## src/rtl/imem_pkg.sv

```systemverilog
// Shared types and constants for the instruction-memory fetch unit.
package imem_pkg;

  typedef enum logic [1:0] {IDLE, WAIT, RESP} state_e;

  localparam logic [31:0] NOP_WORD_DEFAULT = 32'h0000_0000;
  localparam int unsigned CNT_W            = 16;

  function automatic int unsigned clog2(input int unsigned value);
    int unsigned res;
    res = 0;
    while ((32'd1 << res) < value) res++;
    return res;
  endfunction

endpackage

```

## src/rtl/imem_fetch_unit_if.sv

```systemverilog
// Fetch request/response, load port and status bundle between the IF stage and the
// instruction memory; master = IF stage side, slave = memory side.
interface imem_fetch_unit_if #(
  parameter int unsigned DATA_WIDTH = 32
) ();
  import imem_pkg::*;

  logic                  ReqValid;
  logic                  ReqReady;
  logic [31:0]           ReqAddr;
  logic                  Stall;
  logic                  Flush;
  logic                  RspValid;
  logic [DATA_WIDTH-1:0] Instruction;
  logic                  AddrFault;
  logic                  LoadEn;
  logic [31:0]           LoadAddr;
  logic [DATA_WIDTH-1:0] LoadData;
  logic                  Busy;
  logic [CNT_W-1:0]      FetchCount;
  logic [CNT_W-1:0]      StallCount;

  modport master (
    output ReqValid, ReqAddr, Stall, Flush, LoadEn, LoadAddr, LoadData,
    input  ReqReady, RspValid, Instruction, AddrFault, Busy, FetchCount, StallCount
  );

  modport slave (
    input  ReqValid, ReqAddr, Stall, Flush, LoadEn, LoadAddr, LoadData,
    output ReqReady, RspValid, Instruction, AddrFault, Busy, FetchCount, StallCount
  );

endinterface

```

## src/rtl/imem_array.sv

```systemverilog
// DEPTH x DATA_WIDTH instruction storage: one write port, one read port with write-first
// bypass. Power-up contents follow INIT_MODE (0: all NOP_WORD, 1: word i = i*4).
module imem_array import imem_pkg::*; #(
  parameter int unsigned           DATA_WIDTH = 32,
  parameter int unsigned           DEPTH      = 128,
  parameter int unsigned           INIT_MODE  = 1,
  parameter logic [DATA_WIDTH-1:0] NOP_WORD   = '0,
  localparam int unsigned          IDX_W      = clog2(DEPTH)
) (
  input  logic                  clk,
  input  logic                  we,
  input  logic [IDX_W-1:0]      waddr,
  input  logic [DATA_WIDTH-1:0] wdata,
  input  logic [IDX_W-1:0]      raddr,
  output logic [DATA_WIDTH-1:0] rdata
);

  logic [DATA_WIDTH-1:0] words [DEPTH];

  for (genvar i = 0; i < DEPTH; i++) begin : g_word
    // Power-up value only; reset never touches memory contents.
    logic [DATA_WIDTH-1:0] word_q = (INIT_MODE == 1) ? DATA_WIDTH'(i * 4) : NOP_WORD;

    always_ff @(posedge clk) begin
      if (we && (waddr == IDX_W'(i))) begin
        word_q <= wdata;
      end
    end

    assign words[i] = word_q;
  end

  assign rdata = (we && (waddr == raddr)) ? wdata : words[raddr];

endmodule

```

## src/rtl/imem_fetch_unit.sv

```systemverilog
// Synchronous-read instruction memory with request/response fetch handshake, wait states,
// stall hold, flush and run-time load port. Optional counters under `IMEM_PERF_EN.
module imem_fetch_unit import imem_pkg::*; #(
  parameter int unsigned           DATA_WIDTH  = 32,
  parameter int unsigned           DEPTH       = 128,
  parameter int unsigned           WAIT_STATES = 0,
  parameter logic [DATA_WIDTH-1:0] NOP_WORD    = DATA_WIDTH'(NOP_WORD_DEFAULT),
  parameter int unsigned           INIT_MODE   = 1
) (
  input logic              Clk,
  input logic              Reset,
  imem_fetch_unit_if.slave bus
);

  localparam int unsigned IDX_W      = clog2(DEPTH);
  localparam logic [31:0] ADDR_LIMIT = 32'(DEPTH * 4);

  state_e                state_q;
  logic [3:0]            wait_cnt_q;
  logic [31:0]           addr_q;
  logic                  rsp_valid_q;
  logic                  fault_q;
  logic [DATA_WIDTH-1:0] instr_q;

  logic [31:0]           rd_addr;
  logic                  rd_fault;
  logic [DATA_WIDTH-1:0] rd_word;
  logic [DATA_WIDTH-1:0] capture_word;
  logic                  accept;
  logic                  load_we;

  assign bus.ReqReady = (state_q == IDLE) || ((state_q == RESP) && !bus.Stall);
  assign accept       = bus.ReqValid && bus.ReqReady && !bus.Flush;

  // Reads from the live request when entering RESP directly, else from the latched address.
  assign rd_addr      = (state_q == WAIT) ? addr_q : bus.ReqAddr;
  assign rd_fault     = (rd_addr[1:0] != 2'b00) || (rd_addr >= ADDR_LIMIT);
  assign capture_word = rd_fault ? NOP_WORD : rd_word;
  assign load_we      = bus.LoadEn && (bus.LoadAddr < ADDR_LIMIT);

  imem_array #(
    .DATA_WIDTH (DATA_WIDTH),
    .DEPTH      (DEPTH),
    .INIT_MODE  (INIT_MODE),
    .NOP_WORD   (NOP_WORD)
  ) u_array (
    .clk   (Clk),
    .we    (load_we),
    .waddr (bus.LoadAddr[IDX_W+1:2]),
    .wdata (bus.LoadData),
    .raddr (rd_addr[IDX_W+1:2]),
    .rdata (rd_word)
  );

  always_ff @(posedge Clk) begin
    if (!Reset) begin
      state_q     <= IDLE;
      wait_cnt_q  <= '0;
      addr_q      <= '0;
      rsp_valid_q <= 1'b0;
      fault_q     <= 1'b0;
      instr_q     <= NOP_WORD;
    end else if (bus.Flush) begin
      state_q     <= IDLE;
      wait_cnt_q  <= '0;
      rsp_valid_q <= 1'b0;
    end else begin
      case (state_q)
        WAIT: begin
          if (wait_cnt_q == '0) begin
            state_q     <= RESP;
            rsp_valid_q <= 1'b1;
            instr_q     <= capture_word;
            fault_q     <= rd_fault;
          end else begin
            wait_cnt_q <= wait_cnt_q - 4'd1;
          end
        end
        default: begin
          if (accept) begin
            addr_q <= bus.ReqAddr;
            if (WAIT_STATES > 0) begin
              state_q     <= WAIT;
              wait_cnt_q  <= 4'(WAIT_STATES - 1);
              rsp_valid_q <= 1'b0;
            end else begin
              state_q     <= RESP;
              rsp_valid_q <= 1'b1;
              instr_q     <= capture_word;
              fault_q     <= rd_fault;
            end
          end else if (bus.ReqReady) begin
            state_q     <= IDLE;
            rsp_valid_q <= 1'b0;
          end
        end
      endcase
    end
  end

  assign bus.RspValid    = rsp_valid_q;
  assign bus.Instruction = instr_q;
  assign bus.AddrFault   = fault_q;
  assign bus.Busy        = (state_q != IDLE);

`ifdef IMEM_PERF_EN
  logic [CNT_W-1:0] fetch_cnt_q;
  logic [CNT_W-1:0] stall_cnt_q;

  always_ff @(posedge Clk) begin
    if (!Reset) begin
      fetch_cnt_q <= '0;
      stall_cnt_q <= '0;
    end else begin
      if (accept && (fetch_cnt_q != '1)) begin
        fetch_cnt_q <= fetch_cnt_q + CNT_W'(1);
      end
      if (rsp_valid_q && bus.Stall && (stall_cnt_q != '1)) begin
        stall_cnt_q <= stall_cnt_q + CNT_W'(1);
      end
    end
  end

  assign bus.FetchCount = fetch_cnt_q;
  assign bus.StallCount = stall_cnt_q;
`else
  assign bus.FetchCount = '0;
  assign bus.StallCount = '0;
`endif

endmodule

```

## src/flat_wrapper.sv

```systemverilog
// flat-port wrapper written by rule: the top's interface ports become plain ports
module imem_fetch_unit_flat import imem_pkg::*;
#(
  parameter int unsigned           DATA_WIDTH  = 32,
  parameter int unsigned           DEPTH       = 128,
  parameter int unsigned           WAIT_STATES = 0,
  parameter logic [DATA_WIDTH-1:0] NOP_WORD    = DATA_WIDTH'(NOP_WORD_DEFAULT),
  parameter int unsigned           INIT_MODE   = 1
)
  (Clk, Reset, bus_ReqValid, bus_ReqAddr, bus_Stall, bus_Flush, bus_LoadEn, bus_LoadAddr, bus_LoadData, bus_ReqReady, bus_RspValid, bus_Instruction, bus_AddrFault, bus_Busy, bus_FetchCount, bus_StallCount);
  imem_fetch_unit_if #(.DATA_WIDTH(DATA_WIDTH)) bus_i ();
  input logic Clk;
  input logic Reset;
  input wire logic [$bits(bus_i.ReqValid)-1:0] bus_ReqValid;
  input wire logic [$bits(bus_i.ReqAddr)-1:0] bus_ReqAddr;
  input wire logic [$bits(bus_i.Stall)-1:0] bus_Stall;
  input wire logic [$bits(bus_i.Flush)-1:0] bus_Flush;
  input wire logic [$bits(bus_i.LoadEn)-1:0] bus_LoadEn;
  input wire logic [$bits(bus_i.LoadAddr)-1:0] bus_LoadAddr;
  input wire logic [$bits(bus_i.LoadData)-1:0] bus_LoadData;
  output wire logic [$bits(bus_i.ReqReady)-1:0] bus_ReqReady;
  output wire logic [$bits(bus_i.RspValid)-1:0] bus_RspValid;
  output wire logic [$bits(bus_i.Instruction)-1:0] bus_Instruction;
  output wire logic [$bits(bus_i.AddrFault)-1:0] bus_AddrFault;
  output wire logic [$bits(bus_i.Busy)-1:0] bus_Busy;
  output wire logic [$bits(bus_i.FetchCount)-1:0] bus_FetchCount;
  output wire logic [$bits(bus_i.StallCount)-1:0] bus_StallCount;
  assign bus_i.ReqValid = bus_ReqValid;
  assign bus_i.ReqAddr = bus_ReqAddr;
  assign bus_i.Stall = bus_Stall;
  assign bus_i.Flush = bus_Flush;
  assign bus_i.LoadEn = bus_LoadEn;
  assign bus_i.LoadAddr = bus_LoadAddr;
  assign bus_i.LoadData = bus_LoadData;
  assign bus_ReqReady = bus_i.ReqReady;
  assign bus_RspValid = bus_i.RspValid;
  assign bus_Instruction = bus_i.Instruction;
  assign bus_AddrFault = bus_i.AddrFault;
  assign bus_Busy = bus_i.Busy;
  assign bus_FetchCount = bus_i.FetchCount;
  assign bus_StallCount = bus_i.StallCount;
  imem_fetch_unit #(.DATA_WIDTH(DATA_WIDTH), .DEPTH(DEPTH), .WAIT_STATES(WAIT_STATES), .NOP_WORD(NOP_WORD), .INIT_MODE(INIT_MODE)) u_core (.Clk(Clk), .Reset(Reset), .bus(bus_i));
endmodule
```

## config.mk

```make
export PLATFORM = sky130hd
export DESIGN_NAME = imem_fetch_unit_flat
export DESIGN_NICKNAME = d
export VERILOG_FILES = /design/src/rtl/imem_pkg.sv /design/src/rtl/imem_fetch_unit_if.sv /design/src/rtl/imem_array.sv /design/src/rtl/imem_fetch_unit.sv /design/src/flat_wrapper.sv
export SDC_FILE = /design/constraint.sdc
export NUM_CORES = 2
export LEC_CHECK = 0
export ABC_AREA = 1
export CAP_MARGIN = 10
export CORE_MARGIN = 2
export CORE_UTILIZATION = 47
export CTS_BUF_LIST = sky130_fd_sc_hd__clkbuf_16
export DETAILED_ROUTE_END_ITERATION = 16
export GPL_ROUTABILITY_DRIVEN = 0
export HOLD_SLACK_MARGIN = 0.15
export SLEW_MARGIN = 20
export SYNTH_ARGS = -nofsm -noshare
export SYNTH_HDL_FRONTEND = slang
export SYNTH_SLANG_ARGS = --single-unit
```

## constraint.sdc

```tcl
create_clock -name Clk -period 8.15 [get_ports Clk]
set_input_delay 0.815 -clock Clk [delete_from_list [all_inputs] [get_ports Clk]]
set_output_delay 0.815 -clock Clk [all_outputs]
set_load 0.005 [all_outputs]
```

# ---- Word-level counts from Yosys, hierarchy flattened
# Index checks and enable logic that the tools add are counted.
dict set report classes {
  n_addsub 1
  mul 0
  div_mod_pow 0
  n_lt_le_gt_ge 3
  n_eq_ne 131
  n_shift 0
  muxes 20
  n_bitwise 5
  reduce_logical 149
}
# op n
set op_table {}
lappend op_table {{equality test 7 bit, second input constant} 64}
lappend op_table {{two-way mux 32 bit} 8}
lappend op_table {{binary-select mux 32 bit (select 7 bit)} 1}
lappend op_table {{equality test 7 x 6 -> 1 bit, second input constant} 32}
lappend op_table {{logical AND 1 bit} 133}
lappend op_table {{equality test 7 x 5 -> 1 bit, second input constant} 16}
lappend op_table {{equality test 7 x 4 -> 1 bit, second input constant} 8}
lappend op_table {{>= comparator 32 x 10 -> 1 bit, second input constant} 1}
lappend op_table {{less-than comparator 32 x 10 -> 1 bit, second input constant} 1}
lappend op_table {{equality test 7 x 3 -> 1 bit, second input constant} 4}
lappend op_table {{equality test 7 x 2 -> 1 bit, second input constant} 2}
lappend op_table {{>= comparator 8 bit, second input constant} 1}
lappend op_table {{two-way mux 2 bit} 4}
lappend op_table {{NOT 7 -> 8 bit} 1}
lappend op_table {{equality test 7 x 1 -> 1 bit, second input constant} 1}
lappend op_table {{equality test 7 bit} 1}
lappend op_table {{zero test 7 bit} 1}
lappend op_table {{two-way mux 1 bit} 7}
lappend op_table {{AND reduction 3 bit} 2}
lappend op_table {{nonzero test 2 bit} 3}
lappend op_table {{zero test 4 bit} 1}
lappend op_table {{NOT 1 bit} 4}
lappend op_table {{AND reduction 2 bit} 2}
lappend op_table {{subtractor 4 x 1 -> 4 bit, second input constant} 1}
lappend op_table {{8 further kinds} 10}
dict set report totals {
  register_bits 4168
  latch_bits 0
  ram_bits 0
  rom_bits 0
  elab_cells 443
  n_memories 0
}

# ---- Longest topological paths before layout
dict set report depth {
  word_depth 10
  depth_mapped 15
  mapped_depth_nobuf 11
}

# ---- Modules after synthesis
# From an unflattened synthesis, not the netlist that was laid out.
dict set report hier_totals {
  cells_unflattened 13679
  area_unflattened_um2 166938.9
}
# module instances cells_per_inst area_each_um2 seq_area_each_um2
set by_module_without_submodules {}
lappend by_module_without_submodules {imem_array 1 13497 165241.0 122998.0}
lappend by_module_without_submodules {imem_fetch_unit 1 182 1697.9 680.7}

# ---- Least setup slack after synthesis
# Ideal clock, no wire load.
dict set report synth_timing {
  kind {input-to-reg}
  startpoint {input port bus_LoadAddr[25]}
  endpoint {register u_core.u_array.g_word[0].word_q[0] (enable)}
  arrival_ps 3253
  required_time_ps 7729
  slack_ps 4475
  stages 7
  n_path_buf 0
  cell_sequence {nor2_1 -> nand4_1 -> nor4_1 -> nand2_1 -> nor2_1 -> nand2_1 -> nor2_1}
}
dict set report synth_between {
  elab_chain_len 3
}
# item line
set synth_rtl {}
lappend synth_rtl {{from (decl)} flat_wrapper.sv:19} ;# input wire logic [$bits(bus_i.LoadAddr)-1:0] bus_LoadAddr;
lappend synth_rtl {{less-than comparator 32 x 10 -> 1 bit} imem_fetch_unit.sv:39} ;# assign load_we = bus.LoadEn && (bus.LoadAddr < ADDR_LIMIT);
lappend synth_rtl {{logical AND 1 bit} imem_fetch_unit.sv:39}
lappend synth_rtl {{logical AND 1 bit} imem_array.sv:25} ;# if (we && (waddr == IDX_W'(i))) begin
lappend synth_rtl {{to (signal assigned)} imem_array.sv:26} ;# word_q <= wdata;
lappend synth_rtl {{to (decl)} imem_array.sv:22} ;# logic [DATA_WIDTH-1:0] word_q = (INIT_MODE == 1) ? DATA_WIDTH'(i * 4) : NOP_WORD;
# Every way passes these cells.
# A chain may end at the register's enable or synchronous reset.

# ---- Worst setup path in the final report
dict set report layout_timing {
  startpoint {input port bus_LoadEn}
  endpoint {register u_core.u_array.g_word[52].word_q[11] (enable)}
}
dict set report layout_between {
  elab_chain_len 2
}
# item line
set layout_rtl {}
lappend layout_rtl {{from (decl)} flat_wrapper.sv:18} ;# input wire logic [$bits(bus_i.LoadEn)-1:0] bus_LoadEn;
lappend layout_rtl {{logical AND 1 bit} imem_fetch_unit.sv:39}
lappend layout_rtl {{logical AND 1 bit} imem_array.sv:25}
lappend layout_rtl {{to (signal assigned)} imem_array.sv:26}
lappend layout_rtl {{to (decl)} imem_array.sv:22}
# Every way passes these cells.

==> impl_metrics.env <==
export IMPL_register_area_mm2=0.124
export IMPL_p_leak_nw=64.5
export IMPL_die_x_um=599
export IMPL_routed_wl_um=490000
export IMPL_antenna_found_initial=30
export IMPL_postPlaceCellArea_mm2=0.173
export IMPL_syn_inst=13700
export IMPL_dp_hpwl_um=266000
export IMPL_fmax_ghz=0.241
export IMPL_slew_viol_final=0
export IMPL_cts_sinks=4130
export IMPL_irDropWorstVdd_mv=0.192
export IMPL_grt_ovfl_total=0
export IMPL_synth_edf_count=4096
export IMPL_fin_nets=13700
export IMPL_rows=218
export IMPL_tightestPinTransition_ps=1220
export IMPL_crit_path_end_kind="flip-flop"
export IMPL_routed_via_density=5.86
export IMPL_io_buffer_count=135
export IMPL_area_growth_pct=12.0
export IMPL_ys_flop_type="edfxtp_1"
export IMPL_fillCellCount=29000
export IMPL_ant_nets=0
export IMPL_cts_buffer_depth=4
export IMPL_core_area_mm2=0.352
export IMPL_remaining_drc_errors=0
export IMPL_ios=170
export IMPL_hold_violations=0
export IMPL_cts_buffers_inserted=416
export IMPL_setup_violations=0
export IMPL_clk_pin_slew_ps=60
export IMPL_ys_types=26
export IMPL_vias=109000
export IMPL_grt_max_degree=215
export IMPL_period_share_pct=51.0
export IMPL_critical_path_class="in2reg"
export IMPL_wl_per_cell_um=26.3
export IMPL_seq_area_frac_synth_pct=74.4
export IMPL_syn_area_mm2=0.166
export IMPL_outcome="complete, no violations"
export IMPL_layout_drive_gt1_share_pct=7.35
export IMPL_fin_area_mm2=0.186
export IMPL_cts_root_buf="clkbuf_16"
export IMPL_avgSynthCellArea_um2=12.2
export IMPL_fin_crit_ps=4150
export IMPL_post_cts_buffers=0
export IMPL_maxCapViolCount=0
export IMPL_clk_latency_ps=990
export IMPL_async_flop_share_pct=0
export IMPL_grt_pass1_vias=103000
export IMPL_postLayoutCoreUtil_pct=52.9
export IMPL_cts_tree="yes"
export IMPL_critPathMaxFanout=18
export IMPL_htree_levels=5
export IMPL_worstPathArrival_ps=4800
export IMPL_dr_pass1_iters=8
export IMPL_drt_initial_drc_count=15400
export IMPL_grt_usage_pct=26.9
export IMPL_die_y_um=599
export IMPL_finalPower_mw=44.2
export IMPL_multi_input_area_mm2=0.0384
export IMPL_tns_ps=0
export IMPL_crit_required_ps=8800
export IMPL_yosysWarnings=0
export IMPL_crit_path_start_kind="input port"
export IMPL_layoutNonFillerInstCount=18600
export IMPL_ys_ff_latch=4130
export IMPL_slew_headroom_pct=18.3
export IMPL_grt_pass1_wl_um=703000
export IMPL_grt_setup_unrepaired="false"
export IMPL_skew_ps=53.5
export IMPL_dieArea_mm2=0.359
export IMPL_dp_cells=17900
export IMPL_power_density_mw_per_mm2=237
export IMPL_start_util_pct=47.2
export IMPL_hold_path_class="in2reg"
[repair_timing]
| item | in CTS | in global routing |
|---|---|---|
| resized for setup | 0 | 0 |
| hold endpoints to repair | 8 | 0 |
| hold buffers | 2 | 0 |
[flip-flops by register name, indices dropped and copies added, names as in the netlist]
register / count
u_core.bus.RspValid: 1
u_core.bus.Instruction: 32
u_core.u_array.g_word.word_q: 4096
u_core.bus.AddrFault: 1
[placed cells by master (no fill, tap or decap), types with 2 or more instances in the layout]
cell	n
buf_8	3
buf_6	2
inv_1	158
buf_4	197
inv_2	3
nand2_2	16
inv_6	9
nor2_1	29
diode_2	12
dlygate4sd3_1	2
clkinv_2	69
bufinv_16	28
o21ai_0	29
edfxtp_1	4096
inv_16	3
clkinv_8	2
clkdlybuf4s50_1	96
buf_12	67
nand3_2	8
buf_16	46
xnor2_1	4
nand4_1	5
a21oi_1	32
nor2_4	128
clkinv_1	96
nor4_1	7
nand2_1	4180
conb_1	32
clkinvlp_4	7
nand3_1	4066
nor4_4	2
inv_8	3
clkbuf_16	426
o21ai_1	4
dfxtp_1	34
nor3_1	4
[cell type report]
cell class / instances / area share, %
inverter: 52 / 0.128
clock buffer: 426 / 5.72
clock inverter: 328 / 1.19
tap: 4730 / 3.18
multi-input combinational: 8548 / 20.6
timing repair buffer: 414 / 2.76
sequential: 4130 / 66.4
antenna: 12 / 0.0161
[per-layer routing]
metal	vias to the layer above	GRT usage, %	wire length, um
met5	-	0	33
met4	6	10.8	21300
met3	812	5.21	51300
met2	5480	41.4	222000
met1	54300	37.7	196000
li1	48700	-	-
[cells in the mapped netlist (5+ instances only)]
| master | n | area [um2] |
|---|---|---|
| nand3_1 | 4074 | 20400 |
| buf_2 | 460 | 2300 |
| nand4_1 | 5 | 31.3 |
| buf_6 | 29 | 327 |
| nor2_1 | 157 | 589 |
| inv_1 | 48 | 180 |
| buf_4 | 202 | 1520 |
| nor4_1 | 8 | 50.1 |
| o21ai_0 | 29 | 145 |
| a21oi_1 | 32 | 160 |
| dfxtp_1 | 34 | 681 |
| clkbuf_1 | 144 | 541 |
| buf_1 | 117 | 439 |
| nand2_1 | 4196 | 15800 |
| edfxtp_1 | 4096 | 123000 |
[power by group]
group	switching [mW]	leakage (nW)	internal (mW)
sequential	0.000306	37.1	23.3
combinational	2.06	20.7	0.581
clock	7.91	6.76	10.3
[per-stage QoR]
stage	hold slack, ps	setup WS, ps
after global placement	516	2570
after floorplan	461	4480
after detailed placement	518	3070
final	190	4000
after CTS	164	4100
after global routing	194	3940
[kinds of logic (layout without fill, tap and decap cells)]
family | Yosys count | count (layout) | synth area share (%)
AOI/OAI and AO/OA | 66 | 66 | 0.200
DFF | 4130 | 4130 | 74.4
xor gates and xnor gates | 5 | 5 | 0.0263
and+or+nand+nor | 8445 | 8445 | 22.2
buffers and inverters | 1007 | 1220 | 3.23
other | 1 | 44 | 0.00226
[critical path, cell delays in order]
cell             delay, ps
clkdlybuf4s50_1        480
inv_1                   60
nor2_1                  90
nand2_1                100
nor4_4                 800
nand2_1                170
nor2_1                 380
nand2_2                760
nor2_4                 850
buf_16                 240
[path summary, 6_finish.rpt]
path / start / end / slack [ps] / cells past startpoint
min reg2reg: u_core.bus.AddrFault$_SDFFE_PN0P_ / u_core.bus.AddrFault$_SDFFE_PN0P_ / 530 / 2
min: bus_LoadData[17] / u_core.u_array.g_word[125].word_q[17]$_DFFE_PP_ / 190 / 1
max: bus_LoadEn / u_core.u_array.g_word[52].word_q[11]$_DFFE_PP_ / 4000 / 10
max reg2reg: u_core.bus.RspValid$_SDFFE_PP0P_ / u_core.bus.Instruction[22]$_SDFFE_PN0P_ / 5450 / 10
Note: power is estimated with default switching activity, not from simulation.
